<file path="src/rtl/text_ram_portb_arbiter_if.sv">
// Port-B bus of the text/glyph RAM: two requester channels plus the RAM command/data side.
// The arbiter is the slave; the requesters and the RAM model sit on the master side.
interface text_ram_portb_arbiter_if #(
  parameter int ADDR_W = 16,
  parameter int DATA_W = 16
);
  logic              r0_req, r0_we, r0_lock, r0_gnt, r0_rvalid;
  logic [ADDR_W-1:0] r0_addr;
  logic [DATA_W-1:0] r0_wdata, r0_rdata;
  logic              r1_req, r1_we, r1_lock, r1_gnt, r1_rvalid;
  logic [ADDR_W-1:0] r1_addr;
  logic [DATA_W-1:0] r1_wdata, r1_rdata;
  logic [ADDR_W-1:0] ram_addr;
  logic [DATA_W-1:0] ram_wdata, ram_rdata;
  logic              ram_we;

  modport slave (
    input  r0_req, r0_we, r0_lock, r0_addr, r0_wdata,
    input  r1_req, r1_we, r1_lock, r1_addr, r1_wdata,
    input  ram_rdata,
    output r0_gnt, r0_rvalid, r0_rdata, r1_gnt, r1_rvalid, r1_rdata,
    output ram_addr, ram_wdata, ram_we
  );

  modport master (
    output r0_req, r0_we, r0_lock, r0_addr, r0_wdata,
    output r1_req, r1_we, r1_lock, r1_addr, r1_wdata,
    output ram_rdata,
    input  r0_gnt, r0_rvalid, r0_rdata, r1_gnt, r1_rvalid, r1_rdata,
    input  ram_addr, ram_wdata, ram_we
  );
endinterface

</file>
<file path="src/rtl/text_ram_portb_arbiter.sv">
// Round-robin arbiter for port B of the text RAM with bounded burst lock,
// registered RAM command and a {valid, owner} tag pipeline routing read returns.
module text_ram_portb_arbiter #(
  parameter int ADDR_W    = 16,
  parameter int DATA_W    = 16,
  parameter int RD_LAT    = 1,
  parameter int MAX_BURST = 8
) (
  input  logic clk,
  input  logic rst,
  text_ram_portb_arbiter_if.slave bus
);
  localparam int CNT_W = $clog2(MAX_BURST + 1);
  localparam logic [CNT_W-1:0] CNT_MAX = CNT_W'(MAX_BURST);

  typedef enum logic [1:0] {ARB = 2'd0, LOCK0 = 2'd1, LOCK1 = 2'd2} state_t;

  state_t                   state_q, state_d;
  logic                     prio_q, prio_d;
  logic [CNT_W-1:0]         cnt_q, cnt_d;
  logic [ADDR_W-1:0]        ram_addr_q, ram_addr_d;
  logic [DATA_W-1:0]        ram_wdata_q, ram_wdata_d;
  logic                     ram_we_q, ram_we_d;
  logic [RD_LAT:0]          vld_pipe_q, vld_pipe_d;
  logic [RD_LAT:0]          own_pipe_q, own_pipe_d;

  logic [1:0]               req, we, lock, gnt;
  logic [1:0][ADDR_W-1:0]   addr;
  logic [1:0][DATA_W-1:0]   wdata;
  logic                     win, own, sel;

  assign req   = {bus.r1_req,   bus.r0_req};
  assign we    = {bus.r1_we,    bus.r0_we};
  assign lock  = {bus.r1_lock,  bus.r0_lock};
  assign addr  = {bus.r1_addr,  bus.r0_addr};
  assign wdata = {bus.r1_wdata, bus.r0_wdata};
  assign sel   = gnt[1];

  always_comb begin
    state_d = state_q;
    prio_d  = prio_q;
    cnt_d   = cnt_q;
    gnt     = '0;
    win     = 1'b0;
    own     = (state_q == LOCK1);
    case (state_q)
      ARB: begin
        if (|req) begin
          win      = (&req) ? prio_q : req[1];
          gnt[win] = 1'b1;
          prio_d   = ~win;
          if (lock[win]) begin
            state_d = win ? LOCK1 : LOCK0;
            cnt_d   = CNT_W'(1);
          end
        end
      end
      LOCK0, LOCK1: begin
        // Forced yield wins over the owner's request once the burst is spent.
        if (cnt_q == CNT_MAX && req[~own]) begin
          state_d = ARB;
          prio_d  = ~own;
        end else begin
          if (req[own]) begin
            gnt[own] = 1'b1;
            if (cnt_q != CNT_MAX) cnt_d = cnt_q + 1'b1;
          end
          if (!lock[own]) begin
            state_d = ARB;
            prio_d  = ~own;
          end
        end
      end
      default: state_d = ARB;
    endcase
    if (rst) gnt = '0;
  end

  always_comb begin
    ram_addr_d  = ram_addr_q;
    ram_wdata_d = ram_wdata_q;
    ram_we_d    = 1'b0;
    if (|gnt) begin
      ram_addr_d  = addr[sel];
      ram_wdata_d = wdata[sel];
      ram_we_d    = we[sel];
    end
    vld_pipe_d = {vld_pipe_q[RD_LAT-1:0], (|gnt) & ~we[sel]};
    own_pipe_d = {own_pipe_q[RD_LAT-1:0], sel};
  end

  always_ff @(posedge clk) begin
    if (rst) begin
      state_q     <= ARB;
      prio_q      <= 1'b0;
      cnt_q       <= '0;
      ram_addr_q  <= '0;
      ram_wdata_q <= '0;
      ram_we_q    <= 1'b0;
      vld_pipe_q  <= '0;
      own_pipe_q  <= '0;
    end else begin
      state_q     <= state_d;
      prio_q      <= prio_d;
      cnt_q       <= cnt_d;
      ram_addr_q  <= ram_addr_d;
      ram_wdata_q <= ram_wdata_d;
      ram_we_q    <= ram_we_d;
      vld_pipe_q  <= vld_pipe_d;
      own_pipe_q  <= own_pipe_d;
    end
  end

  // Returns are masked during reset so nothing in flight can leak out.
  assign bus.r0_gnt    = gnt[0];
  assign bus.r1_gnt    = gnt[1];
  assign bus.r0_rvalid = vld_pipe_q[RD_LAT] & ~own_pipe_q[RD_LAT] & ~rst;
  assign bus.r1_rvalid = vld_pipe_q[RD_LAT] &  own_pipe_q[RD_LAT] & ~rst;
  assign bus.r0_rdata  = bus.ram_rdata;
  assign bus.r1_rdata  = bus.ram_rdata;
  assign bus.ram_addr  = ram_addr_q;
  assign bus.ram_wdata = ram_wdata_q;
  assign bus.ram_we    = ram_we_q;
endmodule
</file>
<file path="src/flat_wrapper.sv">
// flat-port wrapper written by rule: the top's interface ports become plain ports
module text_ram_portb_arbiter_flat 
#(
  parameter int ADDR_W    = 16,
  parameter int DATA_W    = 16,
  parameter int RD_LAT    = 1,
  parameter int MAX_BURST = 8
)
  (clk, rst, bus_r0_req, bus_r0_we, bus_r0_lock, bus_r0_addr, bus_r0_wdata, bus_r1_req, bus_r1_we, bus_r1_lock, bus_r1_addr, bus_r1_wdata, bus_ram_rdata, bus_r0_gnt, bus_r0_rvalid, bus_r0_rdata, bus_r1_gnt, bus_r1_rvalid, bus_r1_rdata, bus_ram_addr, bus_ram_wdata, bus_ram_we);
  text_ram_portb_arbiter_if #(.ADDR_W(ADDR_W), .DATA_W(DATA_W)) bus_i ();
  input  logic clk;
  input  logic rst;
  input wire logic [$bits(bus_i.r0_req)-1:0] bus_r0_req;
  input wire logic [$bits(bus_i.r0_we)-1:0] bus_r0_we;
  input wire logic [$bits(bus_i.r0_lock)-1:0] bus_r0_lock;
  input wire logic [$bits(bus_i.r0_addr)-1:0] bus_r0_addr;
  input wire logic [$bits(bus_i.r0_wdata)-1:0] bus_r0_wdata;
  input wire logic [$bits(bus_i.r1_req)-1:0] bus_r1_req;
  input wire logic [$bits(bus_i.r1_we)-1:0] bus_r1_we;
  input wire logic [$bits(bus_i.r1_lock)-1:0] bus_r1_lock;
  input wire logic [$bits(bus_i.r1_addr)-1:0] bus_r1_addr;
  input wire logic [$bits(bus_i.r1_wdata)-1:0] bus_r1_wdata;
  input wire logic [$bits(bus_i.ram_rdata)-1:0] bus_ram_rdata;
  output wire logic [$bits(bus_i.r0_gnt)-1:0] bus_r0_gnt;
  output wire logic [$bits(bus_i.r0_rvalid)-1:0] bus_r0_rvalid;
  output wire logic [$bits(bus_i.r0_rdata)-1:0] bus_r0_rdata;
  output wire logic [$bits(bus_i.r1_gnt)-1:0] bus_r1_gnt;
  output wire logic [$bits(bus_i.r1_rvalid)-1:0] bus_r1_rvalid;
  output wire logic [$bits(bus_i.r1_rdata)-1:0] bus_r1_rdata;
  output wire logic [$bits(bus_i.ram_addr)-1:0] bus_ram_addr;
  output wire logic [$bits(bus_i.ram_wdata)-1:0] bus_ram_wdata;
  output wire logic [$bits(bus_i.ram_we)-1:0] bus_ram_we;
  assign bus_i.r0_req = bus_r0_req;
  assign bus_i.r0_we = bus_r0_we;
  assign bus_i.r0_lock = bus_r0_lock;
  assign bus_i.r0_addr = bus_r0_addr;
  assign bus_i.r0_wdata = bus_r0_wdata;
  assign bus_i.r1_req = bus_r1_req;
  assign bus_i.r1_we = bus_r1_we;
  assign bus_i.r1_lock = bus_r1_lock;
  assign bus_i.r1_addr = bus_r1_addr;
  assign bus_i.r1_wdata = bus_r1_wdata;
  assign bus_i.ram_rdata = bus_ram_rdata;
  assign bus_r0_gnt = bus_i.r0_gnt;
  assign bus_r0_rvalid = bus_i.r0_rvalid;
  assign bus_r0_rdata = bus_i.r0_rdata;
  assign bus_r1_gnt = bus_i.r1_gnt;
  assign bus_r1_rvalid = bus_i.r1_rvalid;
  assign bus_r1_rdata = bus_i.r1_rdata;
  assign bus_ram_addr = bus_i.ram_addr;
  assign bus_ram_wdata = bus_i.ram_wdata;
  assign bus_ram_we = bus_i.ram_we;
  text_ram_portb_arbiter #(.ADDR_W(ADDR_W), .DATA_W(DATA_W), .RD_LAT(RD_LAT), .MAX_BURST(MAX_BURST)) u_core (.clk(clk), .rst(rst), .bus(bus_i));
endmodule
</file>
<file path="config.mk">
export PLATFORM = sky130hd
export DESIGN_NAME = text_ram_portb_arbiter_flat
export DESIGN_NICKNAME = d
export VERILOG_FILES = /design/src/rtl/text_ram_portb_arbiter_if.sv /design/src/rtl/text_ram_portb_arbiter.sv /design/src/flat_wrapper.sv
export SDC_FILE = /design/constraint.sdc
export NUM_CORES = 1
export LEC_CHECK = 0
export CAP_MARGIN = 20
export CORE_AREA = 2 2 71 73
export DETAILED_ROUTE_END_ITERATION = 8
export DIE_AREA = 0 0 73 75
export DONT_BUFFER_PORTS = 1
export GPL_TIMING_DRIVEN = 0
export HOLD_SLACK_MARGIN = 0.15
export PLACE_DENSITY = 0.73
export REMOVE_ABC_BUFFERS = 1
export SYNTH_ARGS = -nofsm -noshare
export SYNTH_HDL_FRONTEND = slang
export SYNTH_SLANG_ARGS = --single-unit
</file>
<file path="constraint.sdc">
create_clock -name clk -period 1.8 [get_ports clk]
set_input_delay 0.27 -clock clk [delete_from_list [all_inputs] [get_ports clk]]
set_output_delay 0.27 -clock clk [all_outputs]
set_load 0.03 [all_outputs]
</file>
**Word level (Yosys, flattened, before mapping)**

Index checks and enable logic that the tools add are counted.

- Bits in registers: 44
- Latch bits: 0
- Memory bits (writable): 0
- Bits in read-only memories: 0
- Bits of input ports: 88
- Output and inout bits: 69
- Word-level logic and storage cells: 89
- Memories: 0

- $add $sub $neg: 1
- $mul: 0
- Divide/modulo/power cells: 0
- Order comparisons: 6
- Eq/ne operators: 10
- Shift-type cells: 0
- Mux-type cells: 40
- Bitwise logic cells: 11
- Reductions and logical operators: 13

Operators by type and width:

| operator | number |
|---|---|
| two-way mux 16 bit | 4 |
| two-way mux 4 bit | 5 |
| two-way mux 2 bit | 9 |
| two-way mux 1 bit | 16 |
| < comparator 1 x 2 -> 1 bit, second input constant | 4 |
| inequality test 2 x 1 -> 1 bit, second input constant | 4 |
| case mux 2 bit (2 select lines) | 2 |
| case mux 4 bit (2 select lines) | 1 |
| OR reduction 2 bit | 4 |
| inverter 1 bit | 6 |
| AND reduction 3 bit | 2 |
| AND reduction 6 bit | 1 |
| bitwise AND 1 bit | 5 |
| adder 4 x 1 -> 4 bit, second input constant | 1 |
| == test 4 bit, second input constant | 1 |
| inequality test 4 bit, second input constant | 1 |
| logical AND 1 bit | 3 |
| inequality test 3 x 2 -> 1 bit, second input constant | 1 |
| demux 1 bit (select 1 bit) | 2 |
| == test 2 x 1 -> 1 bit, second input constant | 1 |
| == test 2 bit, second input constant | 1 |
| greater-or-equal comparator 1 bit, second input constant | 2 |
| logical NOT 2 bit | 1 |
| inequality test 2 bit, second input constant | 1 |
| other kinds (3) | 3 |

**Depth between registers and ports, before layout**

- Word-level depth: 13
- Depth in mapped cells: 9
- Mapped depth without buffers: 8

**Least setup slack after synthesis**

Ideal clock, no wire load.

- Path type: reg-to-reg
- From: register u_core.state_q[0]
- To: register u_core.ram_wdata_q[6], in the netlist u_core.bus.ram_wdata[6]
- Library setup time: 143 ps
- Arrival time: 1828 ps
- Data required time: 1657 ps
- Path slack: -171 ps
- Stages on the path, launching flop included: 10
- Path buffers: 1
- Period minus slack after synthesis: 1971 ps
- Cells stage by stage: dfxtp_1 > inv_1 > ha_1 > mux2_4 > o2111a_1 > o21ai_4 > inv_4 > buf_4 > a21oi_1 > a211oi_2

- Cells in the longest elaborated chain, start to end: 11
- Elaborated cells between the ends (all ways): 21
- Those cells by class: order compare: 2; eq/ne: 2; mux: 12; reduce/logical: 5

RTL lines:

| what | RTL line | source |
|---|---|---|
| start, declared | text_ram_portb_arbiter.sv:18 | `state_t state_q, state_d;` |
| start signal, assigned | text_ram_portb_arbiter.sv:103 | `state_q <= state_d;` |
| == test 2 bit | text_ram_portb_arbiter.sv:45, text_ram_portb_arbiter.sv:46 |  |
| < comparator 1 x 2 -> 1 bit (implied by the code) or greater-or-equal comparator 1 bit (tied branches) | text_ram_portb_arbiter.sv:65 | `gnt[own] = 1'b1;` |
| logical AND 1 bit (implied by the code) | text_ram_portb_arbiter.sv:65 |  |
| two-way mux 1 bit (implied by the code) | text_ram_portb_arbiter.sv:65 |  |
| demux 1 bit (select 1 bit) | - |  |
| two-way mux 2 bit | text_ram_portb_arbiter.sv:64 | `if (req[own]) begin` |
| two-way mux 2 bit | text_ram_portb_arbiter.sv:60 | `if (cnt_q == CNT_MAX && req[~own]) begin` |
| case mux 2 bit (2 select lines) (*) | text_ram_portb_arbiter.sv:46 | `case (state_q)` |
| two-way mux 2 bit (*) | text_ram_portb_arbiter.sv:76 | `if (rst) gnt = '0;` |
| via bus_r1_gnt | flat_wrapper.sv:27 | `output wire logic [$bits(bus_i.r1_gnt)-1:0] bus_r1_gnt;` |
| two-way mux 16 bit (implied by the code) (2 in a row) | text_ram_portb_arbiter.sv:85 | `ram_wdata_d = wdata[sel];` |
| end signal, assigned | text_ram_portb_arbiter.sv:107 | `ram_wdata_q <= ram_wdata_d;` |
| end, declared | text_ram_portb_arbiter.sv:22 | `logic [DATA_W-1:0] ram_wdata_q, ram_wdata_d;` |

Mark *: on every way through the listed nets, which the timed path passes. The rest lies on a longest branch. The select of a mux whose other input is x is not followed.
A chain may end at the register's enable or synchronous reset.

**Worst setup path after layout**

- From: register u_core.state_q[1]
- To: output port bus_r0_gnt

- Cells in the longest elaborated chain, start to end: 9
- Elaborated cells between the ends (all ways): 18
- Those cells by class: order compare: 2; eq/ne: 2; mux: 10; reduce/logical: 4

RTL lines:

| what | RTL line | source |
|---|---|---|
| == test 2 bit | text_ram_portb_arbiter.sv:45, text_ram_portb_arbiter.sv:46 |  |
| < comparator 1 x 2 -> 1 bit (implied by the code) or greater-or-equal comparator 1 bit (tied branches) | text_ram_portb_arbiter.sv:65 |  |
| logical AND 1 bit (implied by the code) | text_ram_portb_arbiter.sv:65 |  |
| two-way mux 1 bit (implied by the code) | text_ram_portb_arbiter.sv:65 |  |
| demux 1 bit (select 1 bit) | - |  |
| two-way mux 2 bit | text_ram_portb_arbiter.sv:64 |  |
| two-way mux 2 bit | text_ram_portb_arbiter.sv:60 |  |
| case mux 2 bit (2 select lines) (*) | text_ram_portb_arbiter.sv:46 |  |
| two-way mux 2 bit (*) | text_ram_portb_arbiter.sv:76 |  |
| end, declared | flat_wrapper.sv:24 | `output wire logic [$bits(bus_i.r0_gnt)-1:0] bus_r0_gnt;` |

Every way passes the cells marked *; elsewhere a longest branch is shown, timed or not. The select of a mux whose other input is x is not followed.

==> summary.txt <==
Asr flop ratio synth = 0%
Drt wl/cell = 29.20 µm
Leakage power total = 0.001397 µW
Area of the die = 0.005475 mm²
Clk_skew = 0.01249 ns
Crit end category = primary output
Worst r2r src = u_core.state_q[0]$_SDFFE_PP0P_
# port buffers = 0
Dpl cells = 304
Synth top area share = 34.41%
Number of synthesized register bits = 44
Worst VDD drop = 0.8497 mV
Fill count = 209
Cells along the critical path = inv_4 -> ha_4 -> o211ai_1 -> buf_4 -> a21boi_4
Worst slew margin = 36.40%
CP max-delay cell = dfxtp_4
Worst r2r path cells = 11
CP Launch Point = u_core.state_q[1]$_SDFFE_PP0P_
Drt pass-1 iters = 5
Synthesized area per cell = 8.477 µm²
Layout area overhead = 53.13%
# setup viols final = 42
PD cells = 1134 mW/mm²
Placer Congestion = 0.8908
Synth Flop Type = dfxtp_1
Total power = 4446 µW
Row cnt = 25
Failing checks = negative setup slack
FMAX = 0.4858 GHz
Total negative setup slack = -6.454 ns
Fin nets = 430
Mapped cell area = 0.002560 mm²
Crit Path Class = reg2out
HP Start = bus_r1_addr[11]
Reg-to-reg endpoint = u_core.bus.ram_wdata[15]$_SDFFE_PP0P_
H-Tree Depth = 2
Worst EP required = 1.53 ns
Area of the multi-input gates = 0.001929 mm²
Max FO, Critical Path = 5
Maxcap violations = 0
Synth warnings = 0
Worst R2R Setup Slack = -0.22 ns
Grt total ovfl = 0
Largest net degree at the start of global routing = 42
Hold Path Depth = 2
Register area = 888.4 µm²
Netlist cell types = 38
Antenna viol nets, final = 0
ANT cells = 0
DR vias/cell = 7.020
Final Max Slew Viols = 0
Clock transition at path regs = 0.10 ns
Iter 0 DRT Violations = 290
Hold/Removal Path Class = in2reg
First-pass GRT wire length = 14.99 mm
Core ar. = 0.004661 mm²
Setup ws final = -0.2583 ns
Vias in the first global route = 2726
RSZ-0062 raised after global routing = yes
Total routed wirelength = 11.42 mm
Worst-Margin Slew = 0.9519 ns
Post-synth EDFFs = 0
Die Y = 75 µm
Initial Util = 54.93%
Post-Layout Cell Count = 391
Sequential fraction of the synthesis area = 34.41%
DR vias = 2745
Period utilisation layout = 114.4%
Post-DP HPWL = 4.489 mm
CP startpoint kind = register
Final Hold Vio Count = 0
Clock tree from TritonCTS = built
Horiz. Die Dim = 73 µm
WP data arrival = 1.79 ns
Layout Utilization = 84.11%
Largest cells by area after synthesis = dfxtp_1 34%, a211oi_2 11%, buf_4 11%
Final Critical Period = 2.058 ns
Total CTS buffers = 5
Placement Cell Area = 0.002308 mm²
CP max stage delay = 0.43 ns
Layout cells sized above 1 = 51.63%
Status = complete, but fails checks
GRT Total Usage = 37.48%
Clock insertion delay at the later pin of the skew report = 0.31 ns
Hold Path End = u_core.bus.ram_addr[11]$_SDFFE_PP0P_
DRC viols = 0
Design Area, Final = 0.003920 mm²
Cells after synthesis = 302
Post-synth top area cell = dfxtp_1
CTS Buffer Depth = 2
Num ports = 157
Initial antenna violation count = 0
CTS sink count = 44
Root Driver = clkbuf_8
metal layers:
| metal | global-route usage [%] | routed length, µm |
|---|---|---|
| met1 | 43.31 | 4080 |
| met3 | 20.08 | 1606 |
| met5 | 7.407 | 57 |
| met4 | 17.70 | 495 |
| met2 | 56.36 | 5177 |
where the power goes:
group	total [µW]	internal (µW)	switching (µW)
sequential	1560	1150	413
clock	863	491	373
combinational	2020	926	1090
total	4450	2570	1880
timing repair:
action | 4_1_cts | 5_1_grt
setup buffers | 36 | 10
cloned | 10 | 1
endpoints found under the hold margin | 43 | 7
setup endpoints to repair | 41 | 42
hold buffers | 18 | 7
pin swaps | 29 | 51
resized for setup | 103 | 69
worst max-delay path: cells and delay by family, from the launching register on:
family / cells / cell delay [ns]
AOI/OAI and AO/OA: 2 / 0.52
adders and majority gates: 1 / 0.28
buffers and inverters: 2 / 0.23
DFF: 1 / 0.43
how the worst max path moves through the flow:
stage / slack [ns] / cells past startpoint / endpoint
after detailed placement: -1.09 / 7 / u_core.bus.ram_wdata[5]$_SDFFE_PP0P_
after CTS: -0.20 / 7 / bus_r1_gnt
after floorplan: -0.64 / 6 / u_core.bus.ram_addr[10]$_SDFFE_PP0P_
after global routing: -0.29 / 7 / bus_r1_gnt
after global placement: -1.58 / 6 / u_core.bus.ram_wdata[15]$_SDFFE_PP0P_
final: -0.26 / 5 / bus_r0_gnt
stage by stage:
| step | hold slack, ns | setup slack (ns) |
|---|---|---|
| 2_1_floorplan | 0.3346 | -0.6430 |
| 3_3_place_gp | 0.3383 | -1.580 |
| 3_5_place_dp | 0.3391 | -1.093 |
| 4_1_cts | 0.1520 | -0.1984 |
| 5_1_grt | 0.1489 | -0.2892 |
| 6_report | 0.1514 | -0.2583 |
cells by family after synthesis:
group / count (synthesis) / share of synthesized area [%]
and+or+nand+nor: 100 / 18.28
AOI/OAI and AO/OA: 88 / 27.71
buffers and inverters: 60 / 14.86
DFF: 44 / 34.41
adders and majority gates: 6 / 2.932
muxes: 4 / 1.808
final cells by class:
class | count | share of cell area [%]
clock buffer | 7 | 2.458
inverter | 7 | 1.117
timing repair buffer | 72 | 21.07
timing repair inverter | 3 | 0.9895
tap | 54 | 1.724
sequential | 44 | 22.66
multi-input combinational | 203 | 49.22
clock inverter | 1 | 0.7660
cell usage after synthesis (4+ instances only):
cell      number
clkbuf_1      10
nand3_1       38
buf_4         37
a211oi_1       9
nor2b_1        4
buf_2          5
nand2_1        8
dfxtp_1       44
ha_1           6
nor2_1        39
a21oi_1       37
o21ai_0        4
a211oi_2      23
inv_1          6
flip-flops by register name, summed over array words and instances (netlist names):
name / flops
u_core.prio_q: 1
u_core.vld_pipe_q: 2
u_core.bus.ram_we: 1
u_core.state_q: 2
u_core.bus.ram_wdata: 16
u_core.bus.ram_addr: 16
u_core.cnt_q: 4
u_core.own_pipe_q: 2
placed cells by master (no fill, tap or decap), drive strengths merged:
| cell | synthesis | layout |
|---|---|---|
| a2111o | 1 | 1 |
| a211oi | 32 | 32 |
| a21bo | 1 | 1 |
| a21boi | 2 | 5 |
| a21oi | 37 | 37 |
| a31oi | 3 | 3 |
| and3 | 3 | 3 |
| and3b | 1 | 1 |
| buf | 43 | 47 |
| bufinv | 0 | 1 |
| clkbuf | 10 | 8 |
| dfxtp | 44 | 44 |
| dlygate4sd3 | 0 | 24 |
| ha | 6 | 6 |
| inv | 7 | 10 |
| mux2 | 2 | 2 |
| mux2i | 2 | 2 |
| nand2 | 8 | 8 |
| nand2b | 2 | 2 |
| nand3 | 38 | 38 |
| nand3b | 1 | 1 |
| nand4 | 1 | 1 |
| nor2 | 39 | 39 |
| nor2b | 4 | 4 |
| nor3 | 1 | 1 |
| nor3b | 1 | 1 |
| o2111a | 1 | 1 |
| o2111ai | 2 | 3 |
| o211ai | 2 | 2 |
| o21ai | 5 | 6 |
| o21ba | 1 | 1 |
| o2bb2ai | 1 | 1 |
| or4b | 1 | 1 |
No activity file was read; power rests on OpenSTA's default activity.
